File: src/rtl/hazard_ctrl.sv
// Hazard control: detects load-use and branch-operand hazards.
// Drives per-stage write enables, NOP flushes and a stall counter.
//
// Ports:
//   clk, rst             clock, async active-high reset
//   IF_ID_inst_opcode    opcode of the instruction in ID
//   IF_ID_rs1/rs2        ID source register addresses
//   ID_EX_reg_wr_en      EX instruction writes a register
//   ID_EX_mem_rd_en      EX instruction is a load
//   ID_EX_rd             EX destination register
//   EX_MEM_mem_rd_en     MEM instruction is a load
//   EX_MEM_rd            MEM destination register
//   branch_taken         branch in ID resolved taken
//   dmem_busy            data memory not ready this cycle
//   stall_cnt_clr        synchronous clear of stall_cnt
//   pc_wr_en .. EX_MEM_wr_en   per-stage register enables
//   IF_ID_flush, ID_EX_flush   insert a NOP into that register
//   stall_cnt            saturating count of cycles with pc_wr_en=0
//   hz_state             current FSM state (RUN/HOLD/MEM_WAIT)
module hazard_ctrl #(
    parameter int REG_ADDR_WIDTH = 5,
    parameter int CNT_WIDTH      = 16
) (
    input  logic                      clk,
    input  logic                      rst,
    input  logic [6:0]                IF_ID_inst_opcode,
    input  logic [REG_ADDR_WIDTH-1:0] IF_ID_rs1,
    input  logic [REG_ADDR_WIDTH-1:0] IF_ID_rs2,
    input  logic                      ID_EX_reg_wr_en,
    input  logic                      ID_EX_mem_rd_en,
    input  logic [REG_ADDR_WIDTH-1:0] ID_EX_rd,
    input  logic                      EX_MEM_mem_rd_en,
    input  logic [REG_ADDR_WIDTH-1:0] EX_MEM_rd,
    input  logic                      branch_taken,
    input  logic                      dmem_busy,
    input  logic                      stall_cnt_clr,
    output logic                      pc_wr_en,
    output logic                      IF_ID_wr_en,
    output logic                      ID_EX_wr_en,
    output logic                      EX_MEM_wr_en,
    output logic                      IF_ID_flush,
    output logic                      ID_EX_flush,
    output logic [CNT_WIDTH-1:0]      stall_cnt,
    output logic [1:0]                hz_state
);

    typedef enum logic [1:0] {
        RUN      = 2'b00,
        HOLD     = 2'b01,
        MEM_WAIT = 2'b10
    } hz_state_t;

    localparam logic [6:0] OP_LUI    = 7'b0110111;
    localparam logic [6:0] OP_AUIPC  = 7'b0010111;
    localparam logic [6:0] OP_JAL    = 7'b1101111;
    localparam logic [6:0] OP_REG    = 7'b0110011;
    localparam logic [6:0] OP_STORE  = 7'b0100011;
    localparam logic [6:0] OP_BRANCH = 7'b1100011;

    hz_state_t state;
    hz_state_t state_nxt;
    hz_state_t eff;
    logic      ret_hold;
    logic      ret_hold_nxt;

    logic use_rs1;
    logic use_rs2;
    logic is_branch;
    logic hit_ex;
    logic hit_mem;
    logic load_use;
    logic br_alu;
    logic br_ld_ex;
    logic br_ld_mem;
    logic stall;

    assign use_rs1 = !(IF_ID_inst_opcode == OP_LUI   ||
                       IF_ID_inst_opcode == OP_AUIPC ||
                       IF_ID_inst_opcode == OP_JAL);
    assign use_rs2 = (IF_ID_inst_opcode == OP_REG   ||
                      IF_ID_inst_opcode == OP_STORE ||
                      IF_ID_inst_opcode == OP_BRANCH);
    assign is_branch = (IF_ID_inst_opcode == OP_BRANCH);

    // x0 is never a real producer, so rd==0 never matches
    assign hit_ex = (ID_EX_rd != '0) &&
                    ((use_rs1 && IF_ID_rs1 == ID_EX_rd) ||
                     (use_rs2 && IF_ID_rs2 == ID_EX_rd));
    assign hit_mem = (EX_MEM_rd != '0) &&
                     ((use_rs1 && IF_ID_rs1 == EX_MEM_rd) ||
                      (use_rs2 && IF_ID_rs2 == EX_MEM_rd));

    assign load_use  = ID_EX_mem_rd_en && hit_ex;
    assign br_alu    = is_branch && ID_EX_reg_wr_en &&
                       !ID_EX_mem_rd_en && hit_ex;
    assign br_ld_ex  = is_branch && load_use;
    assign br_ld_mem = is_branch && EX_MEM_mem_rd_en && hit_mem;
    assign stall     = load_use || br_alu || br_ld_ex || br_ld_mem;

    assign hz_state = state;

    always_comb begin
        pc_wr_en     = 1'b0;
        IF_ID_wr_en  = 1'b0;
        ID_EX_wr_en  = 1'b0;
        EX_MEM_wr_en = 1'b0;
        IF_ID_flush  = 1'b0;
        ID_EX_flush  = 1'b0;
        state_nxt    = RUN;
        ret_hold_nxt = ret_hold;
        eff          = RUN;

        if (dmem_busy) begin
            // Freeze everything; remember an interrupted HOLD
            state_nxt    = MEM_WAIT;
            ret_hold_nxt = ret_hold || (state == HOLD);
        end else begin
            case (state)
                RUN:      eff = RUN;
                HOLD:     eff = HOLD;
                MEM_WAIT: eff = ret_hold ? HOLD : RUN;
                default:  eff = RUN;
            endcase

            if (state == MEM_WAIT)
                ret_hold_nxt = 1'b0;

            if (eff == HOLD || stall) begin
                pc_wr_en     = 1'b0;
                IF_ID_wr_en  = 1'b0;
                ID_EX_wr_en  = 1'b1;
                EX_MEM_wr_en = 1'b1;
                ID_EX_flush  = 1'b1;
            end else begin
                pc_wr_en     = 1'b1;
                IF_ID_wr_en  = 1'b1;
                ID_EX_wr_en  = 1'b1;
                EX_MEM_wr_en = 1'b1;
                IF_ID_flush  = branch_taken;
            end

            // Leaving MEM_WAIT lands in the target state itself
            if (state == MEM_WAIT)
                state_nxt = eff;
            else if (eff == RUN && br_ld_ex)
                state_nxt = HOLD;
            else
                state_nxt = RUN;
        end

        if (rst) begin
            pc_wr_en     = 1'b0;
            IF_ID_wr_en  = 1'b0;
            ID_EX_wr_en  = 1'b0;
            EX_MEM_wr_en = 1'b0;
            IF_ID_flush  = 1'b0;
            ID_EX_flush  = 1'b0;
        end
    end

    always_ff @(posedge clk or posedge rst) begin
        if (rst) begin
            state    <= RUN;
            ret_hold <= 1'b0;
        end else begin
            state    <= state_nxt;
            ret_hold <= ret_hold_nxt;
        end
    end

    always_ff @(posedge clk or posedge rst) begin
        if (rst)
            stall_cnt <= '0;
        else if (stall_cnt_clr)
            stall_cnt <= '0;
        else if (!pc_wr_en && stall_cnt != '1)
            stall_cnt <= stall_cnt + 1'b1;
    end

endmodule

File: config.mk
export PLATFORM = sky130hd
export DESIGN_NAME = hazard_ctrl
export DESIGN_NICKNAME = d
export VERILOG_FILES = /design/src/rtl/hazard_ctrl.sv
export SDC_FILE = /design/constraint.sdc
export NUM_CORES = 1
export LEC_CHECK = 0
export ABC_CLOCK_PERIOD_IN_PS = 2500
export BUFFER_PORTS_ARGS = -buffer_cell sky130_fd_sc_hd__buf_2
export CORE_MARGIN = 2
export CORE_UTILIZATION = 49
export DETAILED_ROUTE_END_ITERATION = 8
export GPL_TIMING_DRIVEN = 0
export PLACE_DENSITY = 0.8
export SYNTH_ARGS = -nofsm -noshare
export SYNTH_HDL_FRONTEND = slang
export SYNTH_SLANG_ARGS = --single-unit
File: constraint.sdc
create_clock -name clk -period 2.5 [get_ports clk]
set_input_delay 0.125 -clock clk [delete_from_list [all_inputs] [get_ports clk]]
set_output_delay 0.125 -clock clk [all_outputs]
set_load 0.05 [all_outputs]
* Word-level counts from Yosys, hierarchy flattened
Cells that the tools add are included.
** Word-level totals
- Flip-flop bits (word level) :: 19
- Input port bits :: 35
- Output and inout bits :: 24
- Word-level logic and storage cells :: 73
** Cells by class
- Add/subtract/negate cells :: 1
- Eq/ne operators :: 14
- Multiplexer cells :: 21
- Reduce and logical (&&, ||, !) cells :: 34
** Operator list (count)
- $mux W16 :: 2
- $eq A7 B6 Y1 const B :: 3
- $eq A5 B5 Y1 :: 4
- $add A16 B1 Y16 const B :: 1
- $ne A16 B16 Y1 const B :: 1
- $logic_and A1 B1 Y1 :: 15
- $mux W1 :: 15
- $eq A7 B7 Y1 const B :: 2
- $logic_or A1 B1 Y1 :: 11
- $reduce_bool A5 Y1 :: 2
- $eq A7 B5 Y1 const B :: 1
- $mux W2 :: 3
- $eq A2 B1 Y1 const B :: 2
- $reduce_bool A2 Y1 :: 2
- $logic_not A1 Y1 :: 3
- $eq A2 B2 Y1 const B :: 1
- $logic_not A2 Y1 :: 1
- $pmux W1 S2 :: 1

* Longest topological paths before layout
Gate-level depths: netlist of the first run.
- Word-level depth :: 19
- Gate-level depth with buffers :: 8
- Depth with buffers taken out :: 7

* Worst setup path before layout of the first run
Ideal clock, no wire load.
- Kind :: flip-flop to output port
- From :: register state[0] (netlist: hz_state[0])
- To :: output port IF_ID_flush
- Data arrival time :: 2409 ps
- Required time :: 2375 ps
- Path slack :: -34 ps
- Stages on the path, launching flop included :: 8
- Buffers on the path :: 1
- Cells stage by stage :: dfrtp_1 > inv_1 > ha_1 > a21oi_1 > nor2_1 > nor4b_4 > buf_2 > and2_1
** On the way
- Word-level cells in the longest chain between the ends :: 8
** RTL lines
- start, declared :: line 60 : hz_state_t state;
- start signal, assigned :: line 166 : state <= state_nxt;
- $eq A2 B2 Y1 or $eq A2 B1 Y1 (tied branches) :: line 118 : case (state)
- $pmux W1 S2 * :: line 118
- $mux W2 * :: line 113 : if (dmem_busy) begin
- $eq A2 B1 Y1 * :: line 128 : if (eff == HOLD || stall) begin
- $logic_or A1 B1 Y1 * :: line 128
- $mux W1 * :: line 128
- $mux W1 * :: line 113
- $mux W1 * :: line 151 : if (rst) begin
- end, declared :: line 41 : output logic IF_ID_flush,
Mark *: on every way between the ends. The rest lies on a longest branch, timed or not. The select of a mux whose other input is x is not followed.

* Final worst setup path of the first run
Ends and elaborated chain as after synthesis.

==> results of run 1 <==
==> Yosys cell counts (all sizes together) <==
master  count  area [um2]
dfrtp      19         475
nor2       18        67.6
xnor2      15         131
a21oi      11        58.8
nand2      11        41.3
mux2        9         101
nor2b       9        56.3
nand3       8        40.0
nor4        8        50.1
or4         6        45.0
inv         5        18.8
xor2        5        43.8
buf         4        31.3
nand4       4        25.0
nor3        4        30.0
and3        3        18.8
clkbuf      3        11.3
ha          3        37.5
nor4b       3        41.3
o21ai       2        10.0
o21ba       2        20.0
o31a        2        17.5
o31ai       2        15.0
or3b        2        17.5
a21boi      1        7.51
and2        1        6.26
and4b       1        10.0
and4bb      1        12.5
nand4b      1        8.76
nor3b       1        7.51
o2111a      1        11.3
o32a        1        10.0
o41ai       1        8.76
or3         1        6.26
==> registers in the layout, summed over array words and instances (netlist names) <==
register	cells
stall_cnt	16
hz_state	2
ret_hold	1
==> kinds of logic after synthesis <==
logic type	synth area share
fa+ha+maj	0.0251
xor+xnor	0.117
flops	0.318
compound gates	0.106
mux	0.0678
buf+inv	0.0410
simple gates	0.324
==> critical path, stage by stage (launching register included) <==
cell,delay (ns)
dfrtp_1,0.38
inv_1,0.06
ha_1,0.24
a21oi_1,0.15
nor2_1,0.11
nor4b_4,0.33
clkbuf_4,0.27
and2_2,0.15
buf_2,0.25
==> stage by stage <==
| step | cell area, um2 | TNS, ns | hold WS, ns | utilization |
|---|---|---|---|---|
| global placement | 1830 | -0.00298 | 0.293 | 0.613 |
| finish | 1890 | 0 | 0.0878 | 0.635 |
| detailed placement | 1830 | -0.00824 | 0.289 | 0.613 |
| floorplan | 1500 | 0 | 0.0761 | - |
| CTS | 1880 | 0 | 0.0879 | 0.632 |
| global route | 1890 | -0.0151 | 0.0970 | 0.635 |
==> layout make-up <==
cell class / count / area [um2] / area share
Clock buffer: 4 / 26.3 / 0.0139
Multi-Input combinational cell: 137 / 965 / 0.510
Tap cell: 33 / 41.3 / 0.0218
Sequential cell: 19 / 475 / 0.251
Buffer: 7 / 46.3 / 0.0245
Inverter: 5 / 18.8 / 0.00993
Timing Repair Buffer: 61 / 318 / 0.168
==> routing by layer <==
metal  vias to the layer above  part of all wire  routed length, um  global-route usage
met2                        76              0.49               1760               0.366
met3                         5             0.077                275              0.0349
li1                        745                 -                  -                   -
met4                         0             0.011                 40              0.0779
met1                       694              0.42               1490               0.256
met5                         -                 0                  0                   0
==> worst max-delay path by stage <==
stage,startpoint,end,slack (ns)
2_1_floorplan,stall_cnt[3]$_DFFE_PP0P_,stall_cnt[7]$_DFFE_PP0P_,0.07
3_3_place_gp,IF_ID_inst_opcode[3],IF_ID_flush,-0.003
3_5_place_dp,IF_ID_inst_opcode[3],IF_ID_flush,-0.008
4_1_cts,stall_cnt[3]$_DFFE_PP0P_,stall_cnt[5]$_DFFE_PP0P_,0.07
5_1_grt,hz_state[0]$_DFF_PP0_,IF_ID_flush,-0.02
6_report,hz_state[0]$_DFF_PP0_,IF_ID_flush,0.15
==> report_power, final <==
| part | switching, W | internal, W | total (W) |
|---|---|---|---|
| clock network | 0.0000930 | 0.0000622 | 0.000155 |
| registers | 0.00000504 | 0.000312 | 0.000317 |
| logic | 0.000103 | 0.0000713 | 0.000174 |
| total | 0.000201 | 0.000445 | 0.000646 |
==> timing repair <==
action                                  in CTS  in global routing
endpoints found under the setup margin       1                  8
hold endpoints to repair                    20                  0
hold buffers                                 2                  0
gates resized for setup                      0                  4
pin swaps                                    1                  0
buffers inserted                             1                  0
==> impl_metrics.json, run 1 <==
{
  "whs_path_depth": 3,
  "grt_pass1_vias": 1364,
  "grt_max_degree": 20,
  "period_needed_ns": 2.35,
  "h-tree-depth": 1,
  "syn_to_final_growth_pct": 26.5,
  "worstSkewPairLatency_ns": 0.30,
  "drc": 0,
  "synth_cell_types": 41,
  "die_w_um": 59.2,
  "grt_overflow": 0,
  "cellPowerDensity_mw_per_mm2": 342,
  "hold_violations": 0,
  "dp_slack_ns": -0.00824,
  "cts_sinks": 19,
  "antenna_left": 0,
  "final_cell_mix": "58 x buf_2, 19 x dfrtp_1, 18 x nor2_1",
  "clk_pin_slew_worst_paths_ns": 0.10,
  "endpoint_kind": "output pin",
  "clk_path_buf_depth": 2,
  "synth-seq-cells": 19,
  "tightest_slew_ns": 0.722,
  "fmax_mhz": 425,
  "coreArea_mm2": 0.00298,
  "vias": 1520,
  "cts_tree": "yes",
  "worstPathArrival_ns": 2.23,
  "path_max_fanout": 11,
  "synthCells": 168,
  "fin_worst_skew_ns": 0.00560,
  "start_util": 0.502,
  "fill_cells": 266,
  "fp-row-count": 20,
  "root_buffer": "clkbuf_4",
  "cp.required_ns": 2.38,
  "antenna_found_initial": 0,
  "dieHeight_um": 59.2,
  "yosys_warnings": 0,
  "setup_viol": 0,
  "r2r_cells": 7,
  "timing.max_cap.violations": 0,
  "period_share": 0.941,
  "slew_viol_final": 0,
  "placedCellCount": 259,
  "hp-class": "in2reg",
  "grt_pass1_wl_um": 5690,
  "final_common_cell": "buf_2",
  "outcome": "completed",
  "p_leak_nw": 0.910,
  "drtIter0Drc": 152,
  "slew_headroom": 0.518,
  "diodes": 0,
  "rrSetupSlack_ns": 0.19,
  "post_drt_wl_per_cell_um": 13.4,
  "ir_worst_vdd_v": 0.000151,
  "dieArea_mm2": 0.00351,
  "finalPower_w": 0.000646,
  "cts_buffers": 3,
  "syn_nets": 206,
  "fin_cells": 266,
  "r2r-start": "stall_cnt[3]$_DFFE_PP0P_",
  "drive_gt1_frac": 0.352,
  "dp_hpwl_um": 2760,
  "postRouteWirelength_um": 3560,
  "place_congestion": 0.900,
  "nets": 272,
  "critPathLaunchType": "flop",
  "hold_start": "ID_EX_mem_rd_en",
  "hold_path_end": "hz_state[0]$_DFF_PP0_",
  "setup_slack_ns": 0.148,
  "num_io_pins": 59,
  "rr_endpoint": "stall_cnt[5]$_DFFE_PP0P_",
  "io_buffers": 58,
  "netlist_area_mm2": 0.00149,
  "postSynthAreaPerCell_um2": 8.89,
  "post_drt_via_cell_ratio": 5.71,
  "grt_usage": 0.209,
  "drt_pass1_iterations": 4,
  "seq_area_frac_synth": 0.318,
  "crit_type": "reg2out"
}
Power figures use the tool's default switching activity.
==> run 2: changes to the inputs <==
--- a/config.mk
+++ b/config.mk
@@ -11,7 +11,7 @@
 export CORE_UTILIZATION = 49
 export DETAILED_ROUTE_END_ITERATION = 8
 export GPL_TIMING_DRIVEN = 0
-export PLACE_DENSITY = 0.8
+export PLACE_DENSITY_LB_ADDON = 0.12
 export SYNTH_ARGS = -nofsm -noshare
 export SYNTH_HDL_FRONTEND = slang
 export SYNTH_SLANG_ARGS = --single-unit
==> impl_metrics.json, run 2 (same netlist as run 1, synthesis figures left out) <==
{
  "antenna_found_initial": 0,
  "r2r_cells": 7,
  "cpMostUsedCell": "and3_1",
  "clk_pin_slew_worst_paths_ns": 0.11,
  "cts_tree": "yes",
  "dp_slack_ns": -0.0112,
  "startpoint": "stall_cnt[3]$_DFFE_PP0P_",
  "grt_max_degree": 20,
  "setup_slack_ns": 0.173,
  "worstPathArrival_ns": 2.53,
  "period_share": 0.931,
  "h-tree-depth": 1,
  "ir_worst_vdd_v": 0.000132,
  "endpoint_kind": "flop",
  "drt_pass1_iterations": 4,
  "crit_type": "reg2reg",
  "path_cells": "and3_1 > and3_1 > nand4_1 > nor3_4 > clkbuf_2 > nor4_1 > mux2_2",
  "fin_worst_skew_ns": 0.00202,
  "postRouteWirelength_um": 3690,
  "coreArea_mm2": 0.00298,
  "dieArea_mm2": 0.00351,
  "place_congestion": 0.837,
  "holdWs_ns": 0.0867,
  "die_w_um": 59.2,
  "nets": 272,
  "crit_cells": 7,
  "endpoint": "stall_cnt[7]$_DFFE_PP0P_",
  "critPathTopFamily": "simple AND/OR/NAND/NOR gates",
  "post_drt_wl_per_cell_um": 13.9,
  "hold_violations": 0,
  "largest_register_ffs": 16,
  "path_max_fanout": 10,
  "dp_hpwl_um": 2880,
  "period_needed_ns": 2.33,
  "root_buffer": "clkbuf_4",
  "largest_register": "stall_cnt",
  "cellPowerDensity_mw_per_mm2": 344,
  "dieHeight_um": 59.2,
  "grt_overflow": 0,
  "crit_slowest_cell": "dfrtp_1",
  "vias": 1526,
  "final_common_cell": "buf_2",
  "tightest_slew_ns": 0.745,
  "outcome": "completed",
  "antenna_left": 0,
  "fp-row-count": 20,
  "final_cell_mix": "57 x buf_2, 19 x dfrtp_1, 18 x nor2_1",
  "timing.max_cap.violations": 0,
  "grt_pass1_vias": 1488,
  "placedInstanceArea_mm2": 0.00183,
  "cts_buffers": 3,
  "critPathLaunchType": "flop",
  "cp.required_ns": 2.70,
  "syn_to_final_growth_pct": 26.7,
  "io_buffers": 58,
  "drtIter0Drc": 66,
  "worstSkewPairLatency_ns": 0.30,
  "cts_sinks": 19,
  "clk_path_buf_depth": 2,
  "hp-class": "in2reg",
  "fmax_mhz": 430,
  "num_io_pins": 59,
  "setup_viol": 0,
  "max_stage_delay_ns": 0.43,
  "drc": 0,
  "grt_usage": 0.224,
  "diodes": 0,
  "rr_endpoint": "stall_cnt[7]$_DFFE_PP0P_",
  "start_util": 0.502,
  "post_drt_via_cell_ratio": 5.74,
  "slew_viol_final": 0,
  "rrSetupSlack_ns": 0.17,
  "cp.buffers_inverters": 1,
  "p_leak_nw": 0.910,
  "drive_gt1_frac": 0.352,
  "r2r-start": "stall_cnt[3]$_DFFE_PP0P_",
  "design_area_mm2": 0.00189,
  "grt_pass1_wl_um": 6130,
  "slew_headroom": 0.503
}
## run 2: cell counts in the layout (fill, tap and decap cells not counted)
No cell type changed its count.
## run 2: power by group
part           internal [W]  leakage [nW]  total (W)  switching, W
logic             0.0000716         0.634   0.000175      0.000103
clock network     0.0000624        0.0150   0.000160     0.0000980
registers          0.000312         0.261   0.000317    0.00000490
total              0.000446         0.910   0.000652      0.000206
## run 2: final cells by class
class | count | area, um2
buffer | 7 | 46.3
clock buffer | 4 | 26.3
fill | 266 | 1080
inverter | 5 | 18.8
multi-input combinational | 137 | 965
sequential | 19 | 475
tap | 33 | 41.3
timing repair buffer | 61 | 320
## run 2: metal layers
layer / wire, um / vias up / global-route usage
met5: 0 / - / 0
met4: 61 / 0 / 0.0747
met3: 160 / 7 / 0.0459
met2: 1960 / 46 / 0.424
met1: 1510 / 733 / 0.244
li1: - / 740 / -
## run 2: repair_timing
action / CTS / global route
buffers inserted: 1 / 0
gates resized for setup: 0 / 6
hold endpoints to repair: 20 / 0
setup endpoints to repair: 2 / 9
hold buffers: 2 / 0
pin swaps: 1 / 0
cloned: 0 / 0
## run 2: tightest hold or removal path: cells and delay by family
family | cells | cell delay [ns]
AO/OA/AOI/OAI | 1 | 0.07
buffers and inverters | 1 | 0.10
AND/OR/NAND/NOR | 1 | 0.06
## run 2: metrics by stage
stage / util / setup TNS (ns) / std cells / total power (W)
2_1_floorplan: - / 0 / 168 / 0.000428
3_3_place_gp: 0.613 / 0 / 259 / 0.000488
3_5_place_dp: 0.613 / -0.0112 / 259 / 0.000494
4_1_cts: 0.632 / 0 / 266 / 0.000657
5_1_grt: 0.636 / -0.0160 / 266 / 0.000683
6_report: 0.636 / 0 / 266 / 0.000652
## run 2: worst min-delay path by stage
stage,slack [ns],startpoint,end,cells past startpoint
after global placement,0.29,rst,ret_hold$_DFFE_PP0P_,2
after global routing,0.09,ID_EX_mem_rd_en,hz_state[0]$_DFF_PP0_,3
after CTS,0.08,ID_EX_mem_rd_en,hz_state[0]$_DFF_PP0_,3
after detailed placement,0.29,dmem_busy,hz_state[1]$_DFF_PP0_,1
final,0.09,ID_EX_mem_rd_en,hz_state[0]$_DFF_PP0_,3
after floorplan,0.08,rst,hz_state[0]$_DFF_PP0_,1
